$ cat config.mk
export PLATFORM = sky130hd
export DESIGN_NAME = obi_mux_rr_n_to_1
export DESIGN_NICKNAME = d
export VERILOG_FILES = /design/src/rtl/obi_mux_rr_n_to_1.sv
export SDC_FILE = /design/constraint.sdc
export NUM_CORES = 1
export LEC_CHECK = 0
export BUFFER_PORTS_ARGS = -buffer_cell sky130_fd_sc_hd__buf_2
export CAP_MARGIN = 0
export CORE_AREA = 2 2 165 167
export CTS_BUF_LIST = sky130_fd_sc_hd__clkbuf_8
export DETAILED_ROUTE_END_ITERATION = 10
export DIE_AREA = 0 0 167 169
export REMOVE_ABC_BUFFERS = 1
export SLEW_MARGIN = 30
export SYNTH_ARGS = -nofsm -noshare
export SYNTH_HDL_FRONTEND = slang
export SYNTH_SLANG_ARGS = --single-unit
$ cat constraint.sdc
create_clock -name clk_i -period 6 [get_ports clk_i]
set_input_delay 0.9 -clock clk_i [delete_from_list [all_inputs] [get_ports clk_i]]
set_output_delay 0.9 -clock clk_i [all_outputs]
set_load 0.02 [all_outputs]
$ cat src/rtl/obi_mux_rr_n_to_1.sv
// rtl/obi_mux_rr_n_to_1.sv - N-to-1 OBI mux with round-robin arbitration and in-order response routing
// Define OBI_MUX_PRIO0_EN to give port 0 fixed priority over round-robin among ports 1..N-1.
module obi_mux_rr_n_to_1 #(
  parameter int NUM_PORTS       = 4,
  parameter int ADDR_WIDTH      = 32,
  parameter int DATA_WIDTH      = 32,
  parameter int MAX_OUTSTANDING = 2
) (
  input  logic                              clk_i,
  input  logic                              rst_i,
  input  logic [NUM_PORTS-1:0]              mgr_req_i,
  output logic [NUM_PORTS-1:0]              mgr_gnt_o,
  input  logic [NUM_PORTS*ADDR_WIDTH-1:0]   mgr_addr_i,
  input  logic [NUM_PORTS-1:0]              mgr_we_i,
  input  logic [NUM_PORTS*DATA_WIDTH/8-1:0] mgr_be_i,
  input  logic [NUM_PORTS*DATA_WIDTH-1:0]   mgr_wdata_i,
  output logic [NUM_PORTS-1:0]              mgr_rvalid_o,
  output logic [DATA_WIDTH-1:0]             mgr_rdata_o,
  output logic                              shr_req_o,
  input  logic                              shr_gnt_i,
  output logic [ADDR_WIDTH-1:0]             shr_addr_o,
  output logic                              shr_we_o,
  output logic [DATA_WIDTH/8-1:0]           shr_be_o,
  output logic [DATA_WIDTH-1:0]             shr_wdata_o,
  input  logic                              shr_rvalid_i,
  input  logic [DATA_WIDTH-1:0]             shr_rdata_i,
  output logic                              bad_state_o
);
  localparam int IDX_W = ($clog2(NUM_PORTS) > 1) ? $clog2(NUM_PORTS) : 1;
  localparam int OCC_W = $clog2(MAX_OUTSTANDING + 1);
  localparam int PTR_W = ($clog2(MAX_OUTSTANDING) > 1) ? $clog2(MAX_OUTSTANDING) : 1;
  localparam int BE_W  = DATA_WIDTH / 8;

  logic [IDX_W-1:0] rr_ptr;
  logic [IDX_W-1:0] lock_idx;
  logic             lock_valid;
  logic [IDX_W-1:0] rr_winner;
  logic             rr_found;
  logic [IDX_W-1:0] scan_idx;
  logic [IDX_W-1:0] winner;
  logic [IDX_W-1:0] head_idx;
  logic [IDX_W-1:0] fifo_mem [MAX_OUTSTANDING];
  logic [PTR_W-1:0] head;
  logic [PTR_W-1:0] tail;
  logic [OCC_W-1:0] occ;
  logic             any_req;
  logic             fifo_full;
  logic             fifo_empty;
  logic             push;
  logic             pop;
  logic             bad_state;

  function automatic logic [IDX_W-1:0] idx_inc(input logic [IDX_W-1:0] v);
    return (v == IDX_W'(NUM_PORTS - 1)) ? '0 : v + IDX_W'(1);
  endfunction

  function automatic logic [PTR_W-1:0] ptr_inc(input logic [PTR_W-1:0] v);
    return (v == PTR_W'(MAX_OUTSTANDING - 1)) ? '0 : v + PTR_W'(1);
  endfunction

  // First requester at or after rr_ptr, wrapping around the port list.
  always_comb begin
    rr_winner = '0;
    rr_found  = 1'b0;
    scan_idx  = '0;
    for (int i = 0; i < NUM_PORTS; i++) begin
      scan_idx = IDX_W'((int'(rr_ptr) + i) % NUM_PORTS);
      if (!rr_found && mgr_req_i[scan_idx]) begin
        rr_winner = scan_idx;
        rr_found  = 1'b1;
      end
    end
  end

  // A stalled request keeps its port so the shared-side fields stay stable until granted.
  always_comb begin
    if (lock_valid) winner = lock_idx;
`ifdef OBI_MUX_PRIO0_EN
    else if (mgr_req_i[0]) winner = '0;
`endif
    else winner = rr_winner;
  end

  assign any_req     = |mgr_req_i;
  assign fifo_full   = (occ == OCC_W'(MAX_OUTSTANDING));
  assign fifo_empty  = (occ == '0);
  assign shr_req_o   = any_req & ~fifo_full;
  assign push        = shr_req_o & shr_gnt_i;
  assign pop         = shr_rvalid_i & ~fifo_empty;
  assign head_idx    = fifo_mem[head];
  assign mgr_rdata_o = shr_rdata_i;
  assign bad_state_o = bad_state;

  always_comb begin
    shr_addr_o   = '0;
    shr_we_o     = 1'b0;
    shr_be_o     = '0;
    shr_wdata_o  = '0;
    mgr_gnt_o    = '0;
    mgr_rvalid_o = '0;
    for (int k = 0; k < NUM_PORTS; k++) begin
      if (any_req && winner == IDX_W'(k)) begin
        shr_addr_o   = mgr_addr_i[k*ADDR_WIDTH +: ADDR_WIDTH];
        shr_we_o     = mgr_we_i[k];
        shr_be_o     = mgr_be_i[k*BE_W +: BE_W];
        shr_wdata_o  = mgr_wdata_i[k*DATA_WIDTH +: DATA_WIDTH];
        mgr_gnt_o[k] = push;
      end
      if (pop && head_idx == IDX_W'(k)) mgr_rvalid_o[k] = 1'b1;
    end
  end

  always_ff @(posedge clk_i) begin
    if (push) fifo_mem[tail] <= winner;
  end

  always_ff @(posedge clk_i) begin
    if (rst_i) begin
      rr_ptr     <= '0;
      lock_valid <= 1'b0;
      lock_idx   <= '0;
      head       <= '0;
      tail       <= '0;
      occ        <= '0;
      bad_state  <= 1'b0;
    end else begin
      if (push) begin
        lock_valid <= 1'b0;
        tail       <= ptr_inc(tail);
`ifdef OBI_MUX_PRIO0_EN
        if (winner != '0) rr_ptr <= idx_inc(winner);
`else
        rr_ptr <= idx_inc(winner);
`endif
      end else if (shr_req_o) begin
        lock_valid <= 1'b1;
        lock_idx   <= winner;
      end
      if (pop) head <= ptr_inc(head);
      if (push && !pop) occ <= occ + OCC_W'(1);
      else if (pop && !push) occ <= occ - OCC_W'(1);
      // Sticky: a response with nothing outstanding means the subordinate and mux disagree.
      if (shr_rvalid_i && fifo_empty) bad_state <= 1'b1;
    end
  end

endmodule

==> flow_metrics.tcl, run 1 <==
set metrics [dict create \
    worstSetupPathType "input port to primary output" \
    synth_xor_area_share_pct 0.963 \
    synth_compound_area_share_pct 45.9 \
    synth_edf_count 4 \
    cts-htree-levels 1 \
    post-synth-top-count-cell "a21oi_1" \
    n_antenna_cell 0 \
    min_from "lock_idx[1]$_SDFFE_PP0P_" \
    drive_gt1_share_pct 40.4 \
    hold_class "flip-flop to flip-flop" \
    start_kind "input port" \
    netlist_area_mm2 0.00364 \
    clk_latency_ns 0.25 \
    antenna_left 0 \
    finalHoldViolCount 0 \
    cts_hold_buf 0 \
    final.setup.worst_slack_ns 1.24 \
    crit_arrival_ns 3.86 \
    die_area_mm2 0.0282 \
    power.leakage_uw 0.00304 \
    drv_slew 0 \
    grt_max_degree 71 \
    drtPass1Iterations 5 \
    worstSetupEndpointType "primary output" \
    worstReg2RegStart "rr_ptr[1]$_SDFFE_PP0P_" \
    syn_area_per_cell_um2 5.50 \
    muxShareOfSynthArea_pct 1.13 \
    powerDensity_mw_per_mm2 387 \
    fin_crit_ns 4.76 \
    portBuffers 362 \
    ir_worst_vdd_v 0.000167 \
    period_share_pct 79.3 \
    rows 60 \
    post_cts_resize_count 0 \
    synth-seq-cells 15 \
    routed_wl_um 19200 \
    worst_clock_skew_ns 0.00415 \
    finalSetupViolations 0 \
    synth_top_family_by_area "compound AO/OA/AOI/OAI gates" \
    crit_required_ns 5.10 \
    numCtsBuffers 3 \
    post_cts_buffers 0 \
    yosysWarnings 0 \
    drc_errors 0 \
    die_y_um 169 \
    hpwl_um 15500 \
    fmax_mhz 210 \
    worstMarginPinSlew_ns 0.858 \
    drt_iter0_drc 355 \
    dp_cells 1280 \
    route.detailed.wl_per_inst_um 15.0 \
    cts_tree "yes" \
    gr-usage-all-layers_pct 12.3 \
    finalSetupTns_ns 0 \
    maxCapViolCount 0 \
    cts_max_path_buffers 2 \
    synth_cells 662 \
    ys_seq_area_share_pct 9.35 \
    grt_overflow 0 \
    fill_cells 3062 \
    yosys.area_share.simple_pct 20.2 \
    post_synth_num_cell_types 38 \
    clk_pin_slew_ns 0.06 \
    finalNetCount 1265 \
    core_area_mm2 0.0265 \
    start_util_pct 13.7 \
    async_reset_ff_share_pct 0 \
    ios 427 \
    vias_per_cell 4.45 \
    maxSlewHeadroom_pct 42.8 \
    pre_cts_slack_ns 1.20 \
    die_w_um 167 \
    yosys.area.top_type "a21oi_1" \
    synth_ff_type "dfxtp_1" \
    syn2layout_area_growth_pct 54.3 \
    synth_fa_ha_area_share_pct 1.72 \
    grt_pass1_vias 5326 \
    cts_sinks 15 \
    status "complete, no violations" \
    synthTopCellsByArea "a21oi_1 19%, a22oi_1 13%, o21ai_0 9.2%" \
    cp-startpoint "mgr_req_i[1]" \
    synthTopCellsByCount "141 x a21oi_1, 83 x nor2_1, 72 x inv_1, 72 x nand2_1, 67 x o21ai_0" \
    grt_pass1_wl_um 28100 \
    cp_max_fo 31 \
    antenna_found_initial 1 \
    final_cells 1284 \
    cts_root_buf "clkbuf_8" \
    vias 5715 \
    synthDominantCellAreaShare_pct 19.4 \
    rsz0062_at_grt "no" \
    place_congestion 0.895 \
]
-- path summary, 6_finish.rpt --
| kind | slack [ns] | cells past startpoint | to |
|---|---|---|---|
| worst max register to register | 4.01 | 6 | rr_ptr[1]$_SDFFE_PP0P_ |
| worst min register to register | 0.50 | 2 | lock_idx[1]$_SDFFE_PP0P_ |
| worst max-delay path | 1.24 | 11 | shr_be_o[3] |
| worst min-delay path | 0.50 | 2 | lock_idx[1]$_SDFFE_PP0P_ |
-- worst max-delay path: stages --
cell and delay [ns]:
buf_2 0.14, nand2b_1 0.14, a21oi_1 0.05, o32ai_1 0.47, o21a_1 0.23, ha_2 0.68, nor2b_1 0.45, a221oi_1 0.16
a211o_1 0.30, a21oi_1 0.13, buf_2 0.19
-- stage by stage --
step                      cell area, µm²  hold slack (ns)  utilization [%]  power, µW
after floorplan                     3160            0.460                -       1440
after global placement              5570            0.482             21.0       2060
after detailed placement            5570            0.489             21.0       2090
after CTS                           5610            0.503             21.2       2170
after global routing                5610            0.523             21.2       2370
final                               5610            0.501             21.2       2170
-- report_power, final --
part	total (µW)	switching, µW	internal, µW	leakage (µW)
clock	80.4	35.1	45.3	0.0000269
combinational	1930	1230	697	0.00288
sequential	165	30.0	135	0.000129
-- cells in the final DEF (no fill, tap or decap), types with 4 or more instances in the layout --
master | synthesis | routed
a221oi_1 | 4 | 4
nor2_1 | 83 | 83
buf_4 | 32 | 4
inv_1 | 72 | 73
and2_1 | 5 | 5
nor2b_1 | 5 | 5
buf_12 | 0 | 5
buf_2 | 5 | 362
edfxtp_1 | 4 | 4
a22oi_1 | 65 | 65
nand2_1 | 72 | 72
o21ai_0 | 67 | 67
dfxtp_1 | 11 | 11
a211o_1 | 4 | 4
a21oi_1 | 141 | 141
-- flip-flops by register name, indices dropped and copies added, names as in the netlist, named ones only --
| register | cells |
|---|---|
| bad_state_o | 1 |
| fifo_mem | 4 |
| head | 1 |
| lock_idx | 2 |
| lock_valid | 1 |
| occ | 2 |
| rr_ptr | 2 |
| tail | 1 |
-- layer usage --
layer / track usage, % / share of wire (%) / vias to the layer above
met3: 4.49 / 11 / 29
met4: 2.89 / 1.9 / 4
met5: 3.48 / 0.82 / -
met2: 20.4 / 46 / 333
met1: 15.0 / 41 / 2567
li1: - / - / 2782
-- cell families (layout without fill, tap and decap cells) --
group,after synthesis,in the layout
muxes,4,4
adders and majority gates,5,5
buffers and inverters,167,448
DFF,15,15
xor gates and xnor gates,4,4
AOI/OAI and AO/OA,290,290
and+or+nand+nor,177,177
-- final cells by class --
cell class,count,area (µm²),share of cell area (%)
multi-input cells,480,2580,46.1
repair buffers,371,1940,34.6
inverters,73,274,4.88
well taps,341,427,7.60
flip-flops and latches,15,340,6.06
clock buffers,3,41.3,0.736
clock inverters,1,3.75,0.0669
(Power assumes the default switching activity.)
==> inputs of run 2 (changes only) <==
CORE_AREA = 2 2 167 169   (was 2 2 165 167)
DIE_AREA = 0 0 169 171   (was 0 0 167 169)
clock period = 4.9 ns   (was 6 ns; I/O delays follow)
==> run 2 against run 1 <==
  * Die area is 2.4% higher
  * Combinational power rose by 21%
  * Final area up 0.42%
  * Clock skew shrank 0.0031 ns
  * Register-to-register slack worse by 1.1 ns
  * Sequential power grew 22%
  * Largest power group unchanged
  * Critical path type unchanged
  * Critical path depth is the same
  * Power rose by 22%
  * Core utilization decreased by 0.55 points
  * Wire length rose by 2.1%
  * Largest cell class unchanged
  * Flip-flop and latch count unchanged
  * Sequential share of layout area is essentially flat
==> flow_metrics.tcl, run 2 (same netlist as run 1, synthesis figures left out) <==
set metrics [dict create \
    die_w_um 169 \
    syn2layout_area_growth_pct 54.9 \
    worstMarginPinSlew_ns 0.862 \
    cpPeakStageDelay_ns 0.62 \
    seq_area_um2 340 \
    worstSetupPathType "input port to primary output" \
    ios 427 \
    power.leakage_uw 0.00304 \
    critical-path-top-delay-family "compound AO/OA/AOI/OAI gates" \
    worst_clock_skew_ns 0.00104 \
    post_cts_buffers 0 \
    maxCapViolCount 0 \
    drtPass1Iterations 5 \
    min_from "bad_state_o$_SDFFE_PP0P_" \
    post_cts_resize_count 0 \
    gr-usage-all-layers_pct 12.3 \
    r2r_cells 6 \
    fin_util_pct 20.6 \
    fin_crit_ns 4.11 \
    cts-htree-levels 1 \
    status "complete, no violations" \
    maxSlewHeadroom_pct 42.5 \
    die_area_mm2 0.0289 \
    fill_cells 3169 \
    cts_tree "yes" \
    hold_class "flip-flop to flip-flop" \
    vias_per_cell 4.36 \
    grt_max_degree 76 \
    antenna_found_initial 0 \
    period_share_pct 83.9 \
    start_util_pct 13.3 \
    drt_iter0_drc 381 \
    cts_max_path_buffers 2 \
    final_design_area_no_fill_mm2 0.00564 \
    layout_common_cells "362 x buf_2, 141 x a21oi_1, 83 x nor2_1" \
    drive_gt1_share_pct 40.3 \
    place_congestion 0.859 \
    crit_chain "buf_2, nand2b_1, a21oi_1, o32ai_1, o21ai_0, ha_4, buf_12, a221oi_1, a211o_1, a21oi_1, buf_2" \
    rrSetupSlack_ns 2.90 \
    finalHoldViolCount 0 \
    antenna_left 0 \
    post_dp_cell_area_mm2 0.00559 \
    hpwl_um 15400 \
    rsz0062_at_grt "no" \
    core_area_mm2 0.0273 \
    ir_worst_vdd_v 0.000213 \
    grt_pass1_wl_um 27800 \
    final_common_cell "buf_2" \
    rows 61 \
    largest-register "fifo_mem" \
    start_kind "input port" \
    n_antenna_cell 0 \
    routed_wl_um 19600 \
    hold_end "bad_state_o$_SDFFE_PP0P_" \
    drc_errors 0 \
    clk_pin_slew_ns 0.06 \
    die_y_um 171 \
    clk_latency_ns 0.25 \
    grt_pass1_vias 4936 \
    fmax_mhz 243 \
    powerDensity_mw_per_mm2 469 \
    crit_buf_inv 3 \
    worstSetupEndpointType "primary output" \
    largest_reg_flops 4 \
    route.detailed.wl_per_inst_um 15.2 \
    worstReg2RegEnd "rr_ptr[1]$_SDFFE_PP0P_" \
    cp_max_fo 53 \
    portBuffers 362 \
    finalNetCount 1264 \
    grt_overflow 0 \
    finalSetupTns_ns 0 \
    finalSetupViolations 0 \
    numCtsBuffers 3 \
    crit_arrival_ns 3.38 \
    cts_root_buf "clkbuf_8" \
    drv_slew 0 \
    cts_sinks 15 \
    multiInputGateArea_mm2 0.00258 \
    crit_required_ns 4.16 \
    vias 5615 \
    cts_hold_buf 0 \
    worstReg2RegStart "rr_ptr[1]$_SDFFE_PP0P_" \
    crit_path_top_delay_cell "o21ai_0" \
    timing.hold.worst_path_depth 2 \
]
[run 2: cell count changes in the layout (fill, tap and decap cells not counted)]
cell    before  now
buf_4        4    1
buf_12       5    7
[run 2: power by group]
group	switching [µW]	internal, µW
clock network	42.9	55.5
registers	35.7	166
logic	1480	859
[run 2: worst max path at each step]
stage,startpoint,to,slack (ns),depth (start not counted)
finish,mgr_req_i[1],shr_addr_o[31],0.79,11
detailed placement,mgr_req_i[2],shr_wdata_o[20],0.77,12
CTS,mgr_req_i[2],shr_wdata_o[20],0.76,12
global placement,mgr_req_i[1],shr_be_o[3],0.76,11
global route,mgr_req_i[2],shr_addr_o[8],0.53,12
floorplan,mgr_req_i[2],shr_addr_o[31],-0.55,8
[run 2: stage by stage]
step | power [µW] | hold WS [ns] | cells | setup slack, ns
2_1_floorplan | 1760 | 0.460 | 568 | -0.553
6_report | 2640 | 0.457 | 1288 | 0.790
5_1_grt | 2920 | 0.491 | 1288 | 0.531
3_5_place_dp | 2560 | 0.449 | 1284 | 0.772
3_3_place_gp | 2540 | 0.445 | 1284 | 0.764
4_1_cts | 2660 | 0.465 | 1288 | 0.759
[run 2: tightest hold or removal path, cell delays in order, from the launching register on]
cell	delay, ns
dfxtp_1	0.32
a21oi_1	0.04
nor2_1	0.06
[run 2: area by class of cell]
class	instances	area share, %
inverters	73	4.86
clock buffers	3	0.733
clock inverters	1	0.0666
flip-flops and latches	15	6.04
repair buffers	370	34.8
multi-input cells	480	45.9
well taps	346	7.68
[run 2: metal layers]
layer	GRT usage [%]	up-vias	routed length [µm]
met4	1.08	2	87
met5	2.96	-	117
met2	19.8	299	8790
met1	15.0	2520	7960
li1	-	2781	-
met3	6.36	13	2670
